### config.mk
export PLATFORM = sky130hd
export DESIGN_NAME = iir_out_meter
export DESIGN_NICKNAME = d
export VERILOG_FILES = /design/src/rtl/iir_meter_pkg.sv /design/src/rtl/iir_meter_acc.sv /design/src/rtl/iir_out_meter.sv
export SDC_FILE = /design/constraint.sdc
export NUM_CORES = 1
export LEC_CHECK = 0
export ABC_AREA = 1
export CORE_ASPECT_RATIO = 1.25
export CORE_MARGIN = 2
export CORE_UTILIZATION = 62
export CTS_CLUSTER_SIZE = 40
export DETAILED_ROUTE_END_ITERATION = 8
export GPL_TIMING_DRIVEN = 0
export PLACE_DENSITY = 0.95
export SYNTH_ARGS = -nofsm -noshare
export SYNTH_HDL_FRONTEND = slang
export SYNTH_SLANG_ARGS = --single-unit
### constraint.sdc
create_clock -name clk -period 5.6 [get_ports clk]
set_input_delay 0.56 -clock clk [delete_from_list [all_inputs] [get_ports clk]]
set_output_delay 0.56 -clock clk [all_outputs]
set_load 0.01 [all_outputs]
### src/rtl/iir_meter_pkg.sv
// Shared types and width helpers for the IIR output meter.
// Purely declarative: no logic, no latency.
package iir_meter_pkg;

  typedef enum logic [1:0] {
    ST_IDLE   = 2'd0,
    ST_SETTLE = 2'd1,
    ST_ACCUM  = 2'd2,
    ST_HOLD   = 2'd3
  } meter_state_e;

  // The counter spans the longer of the settle run and the window.
  function automatic int cnt_width(input int settle, input int win_log2);
    int win;
    int top;
    win = 1 << win_log2;
    top = (settle > win) ? settle : win;
    return $clog2(top + 1);
  endfunction

  // Sum of 2^win_log2 magnitudes, each below 2^w, fits in w+win_log2 bits.
  function automatic int sum_width(input int w, input int win_log2);
    return w + win_log2;
  endfunction

endpackage

### src/rtl/iir_meter_acc.sv
// Window statistics datapath: running max/min/peak/sum plus result registers.
// Results load on the same edge as the final update; no backpressure of its own.
module iir_meter_acc
  import iir_meter_pkg::*;
#(
  parameter int W        = 32,
  parameter int WIN_LOG2 = 10
) (
  input  logic                    clk,
  input  logic                    rst,
  input  logic                    clr,
  input  logic                    upd,
  input  logic                    cap,
  input  logic [W-1:0]            x,
  output logic [W-1:0]            res_max,
  output logic [W-1:0]            res_min,
  output logic [W-1:0]            res_peak,
  output logic [W+WIN_LOG2-1:0]   res_sum
);

  localparam int SW = sum_width(W, WIN_LOG2);
  localparam logic [W-1:0] MOST_NEG = {1'b1, {(W-1){1'b0}}};
  localparam logic [W-1:0] MOST_POS = {1'b0, {(W-1){1'b1}}};

  logic [W-1:0]  abs_x;
  logic [W-1:0]  max_q, max_d;
  logic [W-1:0]  min_q, min_d;
  logic [W-1:0]  peak_q, peak_d;
  logic [SW-1:0] sum_q, sum_d;
  logic [W-1:0]  res_max_q, res_max_d;
  logic [W-1:0]  res_min_q, res_min_d;
  logic [W-1:0]  res_peak_q, res_peak_d;
  logic [SW-1:0] res_sum_q, res_sum_d;

  // Unsigned W-bit magnitude: the most negative input maps to 2^(W-1) exactly.
  always_comb begin
    abs_x = x[W-1] ? (~x + W'(1)) : x;
  end

  always_comb begin
    max_d  = max_q;
    min_d  = min_q;
    peak_d = peak_q;
    sum_d  = sum_q;
    if (clr) begin
      max_d  = MOST_NEG;
      min_d  = MOST_POS;
      peak_d = '0;
      sum_d  = '0;
    end else if (upd) begin
      if ($signed(x) > $signed(max_q)) max_d = x;
      if ($signed(x) < $signed(min_q)) min_d = x;
      if (abs_x > peak_q)              peak_d = abs_x;
      sum_d = sum_q + SW'(abs_x);
    end
  end

  always_comb begin
    res_max_d  = res_max_q;
    res_min_d  = res_min_q;
    res_peak_d = res_peak_q;
    res_sum_d  = res_sum_q;
    if (cap) begin
      res_max_d  = max_d;
      res_min_d  = min_d;
      res_peak_d = peak_d;
      res_sum_d  = sum_d;
    end
  end

  always_ff @(posedge clk) begin
    if (rst) begin
      max_q      <= '0;
      min_q      <= '0;
      peak_q     <= '0;
      sum_q      <= '0;
      res_max_q  <= '0;
      res_min_q  <= '0;
      res_peak_q <= '0;
      res_sum_q  <= '0;
    end else begin
      max_q      <= max_d;
      min_q      <= min_d;
      peak_q     <= peak_d;
      sum_q      <= sum_d;
      res_max_q  <= res_max_d;
      res_min_q  <= res_min_d;
      res_peak_q <= res_peak_d;
      res_sum_q  <= res_sum_d;
    end
  end

  assign res_max  = res_max_q;
  assign res_min  = res_min_q;
  assign res_peak = res_peak_q;
  assign res_sum  = res_sum_q;

endmodule

### src/rtl/iir_out_meter.sv
// Measurement sink: skips a settle run, then gathers max/min/peak/sum over a window.
// res_valid one cycle after the last window sample; results held until res_ready.
module iir_out_meter
  import iir_meter_pkg::*;
#(
  parameter int W        = 32,
  parameter int WIN_LOG2 = 10,
  parameter int SETTLE   = 16
) (
  input  logic                  clk,
  input  logic                  rst,
  input  logic                  in_valid,
  input  logic [W-1:0]          in_data,
  input  logic                  start,
  output logic                  busy,
  output logic                  res_valid,
  input  logic                  res_ready,
  output logic [W-1:0]          res_max,
  output logic [W-1:0]          res_min,
  output logic [W-1:0]          res_peak,
  output logic [W+WIN_LOG2-1:0] res_sum
);

  localparam int CW = cnt_width(SETTLE, WIN_LOG2);
  localparam logic [CW-1:0] WIN_LAST    = CW'((1 << WIN_LOG2) - 1);
  localparam logic [CW-1:0] SETTLE_LAST = CW'((SETTLE > 0) ? SETTLE - 1 : 0);

  meter_state_e  state_q, state_d;
  logic [CW-1:0] cnt_q, cnt_d;
  logic          busy_q, busy_d;
  logic          res_valid_q, res_valid_d;
  logic          acc_clr, acc_upd, acc_cap;

  always_ff @(posedge clk) begin
    if (rst) begin
      state_q     <= ST_IDLE;
      cnt_q       <= '0;
      busy_q      <= 1'b0;
      res_valid_q <= 1'b0;
    end else begin
      state_q     <= state_d;
      cnt_q       <= cnt_d;
      busy_q      <= busy_d;
      res_valid_q <= res_valid_d;
    end
  end

  always_comb begin
    state_d = state_q;
    cnt_d   = cnt_q;
    case (state_q)
      ST_IDLE: begin
        if (start) begin
          cnt_d   = '0;
          state_d = (SETTLE > 0) ? ST_SETTLE : ST_ACCUM;
        end
      end
      ST_SETTLE: begin
        if (in_valid) begin
          if (cnt_q == SETTLE_LAST) begin
            cnt_d   = '0;
            state_d = ST_ACCUM;
          end else begin
            cnt_d = cnt_q + CW'(1);
          end
        end
      end
      ST_ACCUM: begin
        if (in_valid) begin
          if (cnt_q == WIN_LAST) begin
            cnt_d   = '0;
            state_d = ST_HOLD;
          end else begin
            cnt_d = cnt_q + CW'(1);
          end
        end
      end
      ST_HOLD: begin
        // A start arriving with the handshake is deliberately dropped here.
        if (res_valid_q && res_ready) state_d = ST_IDLE;
      end
      default: state_d = ST_IDLE;
    endcase
  end

  always_comb begin
    busy_d      = (state_d != ST_IDLE);
    res_valid_d = (state_d == ST_HOLD);
    acc_clr     = (state_q == ST_IDLE) && start;
    acc_upd     = (state_q == ST_ACCUM) && in_valid;
    acc_cap     = acc_upd && (cnt_q == WIN_LAST);
  end

  iir_meter_acc #(
    .W        (W),
    .WIN_LOG2 (WIN_LOG2)
  ) u_acc (
    .clk      (clk),
    .rst      (rst),
    .clr      (acc_clr),
    .upd      (acc_upd),
    .cap      (acc_cap),
    .x        (in_data),
    .res_max  (res_max),
    .res_min  (res_min),
    .res_peak (res_peak),
    .res_sum  (res_sum)
  );

  assign busy      = busy_q;
  assign res_valid = res_valid_q;

endmodule

==> summary.md, run 1 <==
| Metric | Value |
|---|---|
| Area added between synthesis and finish | 18.92% |
| # IOs | 177 |
| Die H | around 190 µm |
| TritonCTS clock tree | built |
| Worst Path Class, Setup | primary input to flop |
| Yosys warns | 0 |
| Register bit total from synthesis | approximately 290 |
| Relative slew slack | 11.61% |
| Final Net Count | 2829 |
| Reg2reg path depth | 8 |
| Postcts setup bufs | 0 |
| Tcrit/Tclk final | 89.16% |
| Core area | ~27000 µm² |
| Layout cells sized above 1 | 5.647% |
| Starting Density | about 63% |
| First-pass GRT wire length | 94.62 mm |
| Fin Setup TNS | 0 ns |
| Cell Pwr Density | approximately 240 nW/µm² |
| Worst Skew | 0.01807 ns |
| Synth Flop Type | dfxtp_1 |
| Routability Congestion | 1.002 |
| Avg WL per Cell | 20.17 µm |
| Syn Nets | 2622 |
| Vias in the first global route | 17870 |
| Finished Cell Area | 20210 µm² |
| Final HPWL DP | 45.23 mm |
| # DRC | 0 |
| Hold Path Class | flop to flop |
| Initial DRC count | 1710 |
| Worst-path fanout max | 7 |
| Maxcap violations | 0 |
| Initial antenna violation count | 0 |
| Average cell area after synthesis | 6.952 µm² |
| Hold depth | 2 |
| Final Setup Violations | 0 |
| Routed Antenna Nets | 0 |
| Site Rows | 67 |
| Drt via density | 6.050 |
| H-tree Lvls | 1 |
| Cts repair resizes | 0 |
| Final period demand of the worst path | 4.993 ns |
| Post-Syn Area | 17000 µm² |
| Commonest non-fill, non-tap cells in the layout | nand2_1 (384), nor2_1 (303), dfxtp_1 (291), inv_1 (289), a21oi_1 (210) |
| Clock Latency Late Sink | 0.57 ns |
| Critical Path End Type | flop |
| Hold Buf Count CTS | 0 |
| Antenna cells | 0 |
| IO buf count | 176 |
| RSZ-0062 raised after global routing | false |
| Final hold vios | 0 |
| Overall power | 0.004871 W |
| Longest Clk Path Bufs | 3 |
| Maximum vdd drop | 0.2615 mV |
| Worst Path Required | approximately 6.1 ns |
| LEAKAGE | 8.879 nW |
| DRT Wirelength | between 60 and 70 mm |
| Area after DPL | 19190 µm² |
| Commonest non-fill, non-tap cell in the layout | nand2_1 |
| Arrival @ worst endpoint | 5.50 ns |
| Fin. max-slew vios | 0 |
| Tot GR Track Use | about two fifths |
| Post-synth EDFFs | 0 |
| Ys async rst share | 0% |
| Die Wd | 152.1 µm |
| Die ar. | 28770 µm² |
| Global route overflow | 0 |
| Sequential element share of the synthesized area | 34.27% |
| Clock transition at path regs | 0.07 ns |
| Drt first pass iters | 6 |
| Largest net degree at the start of global routing | 16 |
| Post-synthesis cell count | 2445 |
| Root Driver | clkbuf_16 |
| Max Clock Freq | 0.2003 GHz |
| Worst slew pin tran | 1.326 ns |
| Clock sink count | 291 |
| CP Launch Type | primary input |
| Status | finished clean |
| Vias | 18264 |
| Netlist cell types | 45 |
| Total CTS buffers | 29 |
## path summary, 6_finish.rpt
kind         slack, ns              from           endpoint
min reg2reg       0.50  u_acc.res_sum[2]   u_acc.res_sum[2]
max reg2reg       2.40        state_q[0]   u_acc.res_sum[3]
min               0.50  u_acc.res_sum[2]   u_acc.res_sum[2]
max               0.61        in_data[0]  u_acc.res_sum[41]
## registers in the layout, summed over array words and instances (netlist names), 2 cells and up
name	count
cnt_q	11
state_q	2
u_acc.max_q	32
u_acc.min_q	32
u_acc.peak_q	32
u_acc.res_max	32
u_acc.res_min	32
u_acc.res_peak	32
u_acc.res_sum	42
u_acc.sum_q	42
## synthesized netlist by cell type (9+ instances only)
master / count / share of area (%)
a21oi_1: 210 / 6.2
clkbuf_1: 65 / 1.4
xor2_1: 27 / 1.4
buf_4: 11 / 0.49
nand3_1: 209 / 6.2
ha_1: 139 / 10
buf_2: 23 / 0.68
o21ai_0: 119 / 3.5
or2_2: 14 / 0.52
buf_1: 10 / 0.22
inv_1: 289 / 6.4
nand2_1: 384 / 8.5
dfxtp_1: 291 / 34
o211ai_1: 21 / 0.93
nor2_1: 303 / 6.7
o21bai_1: 9 / 0.40
nand4_1: 87 / 3.2
nor3_1: 19 / 0.56
inv_2: 9 / 0.20
o21ai_1: 108 / 3.2
buf_6: 12 / 0.79
nand3b_1: 16 / 0.71
## per-stage QoR
step           setup slack (ns)  util [%]  hold WS (ns)  cells
2_1_floorplan             2.326         -        0.4623   2445
3_3_place_gp             0.3077     71.32        0.4353   2966
3_5_place_dp             0.2431     71.32        0.4599   2966
4_1_cts                  0.7675     75.12        0.4923   3019
5_1_grt                  0.4954     75.12        0.5321   3019
6_report                 0.6072     75.12        0.4994   3019
## routing by layer
layer	wire, µm	part of all wire (%)	up-vias	global-route usage [%]
li1	-	-	8549	-
met1	22880	38	8468	47.68
met2	28970	48	990	71.47
met3	4342	7.1	257	4.601
met4	4704	7.7	0	27.64
met5	0	0	-	0
## power breakdown
group	internal, W	total, W	switching, W
Combinational	0.000192	0.000657	0.000465
Sequential	0.00209	0.00211	0.0000146
Clock	0.00123	0.00211	0.000880
Total	0.00351	0.00487	0.00136
## cell type report
class | count | area [µm²]
Tap cell | 345 | 431.7
Fill cell | 1986 | 6695
Multi-Input combinational cell | 1734 | 9437
Inverter | 299 | 1122
Clock buffer | 38 | 829.5
Clock inverter | 15 | 192.7
Timing Repair Buffer | 176 | 1762
Sequential cell | 291 | 5826
Buffer | 121 | 614.3
## logic make-up (layout without fill, tap and decap cells)
kind of cell / Yosys count / count (layout) / synth area share (%)
simple gates: 1071 / 1071 / 28.30
compound gates: 494 / 494 / 15.37
buf+inv: 420 / 649 / 10.22
flops: 291 / 291 / 34.27
fa+ha+maj: 140 / 140 / 10.35
xor+xnor: 29 / 29 / 1.494
## worst max-delay path: stages
cell and delay [ns]:
clkdlybuf4s50_1 0.57, inv_2 0.29, ha_1 0.23, inv_1 0.09
nor3_2 0.31, inv_1 0.11, nor2_2 0.20, nand2_1 0.11
o21ai_1 0.16, xor2_1 0.50, inv_1 0.26, ha_1 0.42
nand2_1 0.10, nor2_1 0.23, inv_1 0.07, nor2_1 0.20
inv_1 0.08, o21ai_0 0.16, nand2_1 0.08, nand3_2 0.15
nand3_1 0.09, nand2_1 0.09, nand3_1 0.24, a21oi_1 0.21
No activity file was read; power rests on OpenSTA's default activity.
==> run 2: changes to the inputs <==
Settings changed: CORE_UTILIZATION 62 to 55, MAX_ROUTING_LAYER set to met4, PLACE_DENSITY 0.95 to 0.88.
==> run 2 against run 1 <==
  * Worst hold slack got worse by 0.043 ns
  * Total power shrank 1.2%
  * Maximum frequency rose by 4.7%
  * Global-route usage shrank 4.3 points
  * Highest routed layer unchanged
  * Via count down 3.2%
  * Cell count increased by 1.9%
  * Clock skew rose by 0.010 ns
  * Largest power group unchanged
==> summary.md, run 2 (same netlist as run 1, synthesis figures left out) <==
| Metric | Value |
|---|---|
| Tcrit/Tclk final | 85.16% |
| Area added between synthesis and finish | 19.25% |
| Reg area | ~5800 µm² |
| Worst slew pin tran | 1.358 ns |
| First-pass GRT wire length | 92.29 mm |
| Psw | about 0.0013 W |
| Worst Skew | 0.02816 ns |
| Clock sink count | 291 |
| Switching portion of total power | 27.98% |
| Hold Buf Count CTS | 0 |
| Die H | 200.6 µm |
| Reg2reg path depth | 8 |
| Cell mode on critical path | inv_1 |
| DRT Wirelength | 58.65 mm |
| Gr busiest metal | met2 |
| CP bufs+invs | 6 |
| RR Endpoint | u_acc.res_sum[3] |
| Overall power | ~0.0048 W |
| Finished Cell Area | 20270 µm² |
| Crit-path cells | clkdlybuf4s50_1, inv_2, ha_1, inv_1, nor3_2, inv_1, nor2_2, nand2_1, o21ai_1, xor2_1, inv_1, ha_1, nand2_1, nor4_2, a31oi_1, clkbuf_1, nand4_1, nand3_1, a21oi_1 |
| Drt first pass iters | 8 |
| Status | finished clean |
| Worst R2R Start | state_q[0] |
| Largest net degree at the start of global routing | 16 |
| LEAKAGE | 8.879 nW |
| Worst Hold Launch | u_acc.res_sum[2] |
| Worst-path fanout max | 10 |
| Final hold vios | 0 |
| Site Rows | 71 |
| RSZ-0062 raised after global routing | false |
| Die ar. | approximately 32000 µm² |
| Fin. max-slew vios | 0 |
| Critical Path End Type | flop |
| Fin Setup TNS | 0 ns |
| Final Net Count | about 2800 |
| CP Launch Type | primary input |
| Area after DPL | 19260 µm² |
| Area occupied by multi-input gates | ~9400 µm² |
| Vias in the first global route | 17665 |
| Routed Antenna Nets | 0 |
| Clock Latency Late Sink | approximately 0.59 ns |
| Hold Path Class | flop to flop |
| Maximum vdd drop | 0.2371 mV |
| Worst Path Required | 6.07 ns |
| Met3 Use GR | 3.781% |
| GRT met2 Usage | roughly 62% |
| Drt via density | roughly 5.7 |
| Layout cells sized above 1 | 5.722% |
| Cell family with most CP delay | buffers and inverters |
| Cell Pwr Density | 237.5 nW/µm² |
| R2r setup slk | 2.47 ns |
| Postcts setup bufs | 0 |
| IO buf count | between 150 and 200 |
| TritonCTS clock tree | built |
| Initial DRC count | 1403 |
| Longest Clk Path Bufs | 3 |
| Final HPWL DP | 45.60 mm |
| Vias | 17676 |
| Worst Path Class, Setup | primary input to flop |
| Die Wd | 161.2 µm |
| Root Driver | clkbuf_16 |
| Clock transition at path regs | 0.06 ns |
| Worst hold endpoint | u_acc.res_sum[2] |
| Clock power share | 42.9% |
| Cts repair resizes | 0 |
| Starting Density | 56.11% |
| Combinational share of power | between 10% and 20% |
| Max Clock Freq | ~0.21 GHz |
| Commonest non-fill, non-tap cell in the layout | nand2_1 |
| Avg WL per Cell | 19.07 µm |
| Final Setup Violations | 0 |
| Antenna cells | 0 |
| Hold depth | 2 |
| Final Util | between 60 and 70% |
| Global route overflow | 0 |
| Power share of the sequential group | between 40% and 50% |
| Arrival @ worst endpoint | 5.24 ns |
| Final period demand of the worst path | 4.769 ns |
| Initial antenna violation count | 0 |
| # IOs | 177 |
| Routability Congestion | ~1.0 |
| Commonest non-fill, non-tap cells in the layout | nand2_1 (384), nor2_1 (303), dfxtp_1 (291), inv_1 (289), a21oi_1 (210) |
| Core area | 30290 µm² |
| Max incr delay on CP | approximately 0.53 ns |
| # DRC | 0 |
| Maxcap violations | 0 |
| Slowest-stage cell, CP | clkdlybuf4s50_1 |
| Internal power | 0.003467 W |
| Total CTS buffers | 29 |
| H-tree Lvls | 1 |
| Relative slew slack | 9.494% |
| Met1 usage | between 40% and 50% |
| Filler cell count | 2580 |
| Tot GR Track Use | 36.79% |
## run 2: worst max path at each step
stage,start,to,cells after the start
6_report,in_data[0],u_acc.res_peak[11],19
5_1_grt,in_data[0],u_acc.res_sum[41],24
4_1_cts,in_data[0],u_acc.res_peak[11],19
3_5_place_dp,in_data[0],u_acc.res_peak[11],19
3_3_place_gp,in_data[0],u_acc.res_sum[41],24
2_1_floorplan,in_data[0],u_acc.res_sum[41],23
## run 2: tightest hold or removal path, stage by stage (launching register included)
cell     delay [ns]
dfxtp_1        0.31
inv_1          0.05
a21oi_1        0.05
## run 2: stage by stage
stage,std cells,worst slack (ns),hold WS [ns]
final,3075,0.8312,0.4561
after global routing,3075,0.4975,0.4815
after CTS,3075,0.9220,0.4582
after detailed placement,3022,0.3010,0.4460
after global placement,3022,0.3435,0.4360
after floorplan,2445,2.326,0.4623
## run 2: layout make-up
type | instances | area share (%)
clock inverters | 17 | 0.9197
inverters | 299 | 5.537
repair buffers | 176 | 8.691
multi-input cells | 1734 | 46.55
flip-flops and latches | 291 | 28.74
plain buffers | 121 | 3.031
well taps | 401 | 2.475
clock buffers | 36 | 4.055
## run 2: power groups by stage
stage / Clock [W] / Sequential [W] / Combinational, W
2_1_floorplan: 0 / 0.00215 / 0.000396
3_3_place_gp: 0 / 0.00215 / 0.000601
3_5_place_dp: 0 / 0.00215 / 0.000622
4_1_cts: 0.00208 / 0.00211 / 0.000629
5_1_grt: 0.00215 / 0.00211 / 0.000706
6_report: 0.00207 / 0.00211 / 0.000642
## run 2: layer usage
metal	wire [µm]	part of all wire (%)
met1	22890	39
met3	3940	6.7
met2	27810	47
met5	0	0
met4	3997	6.8
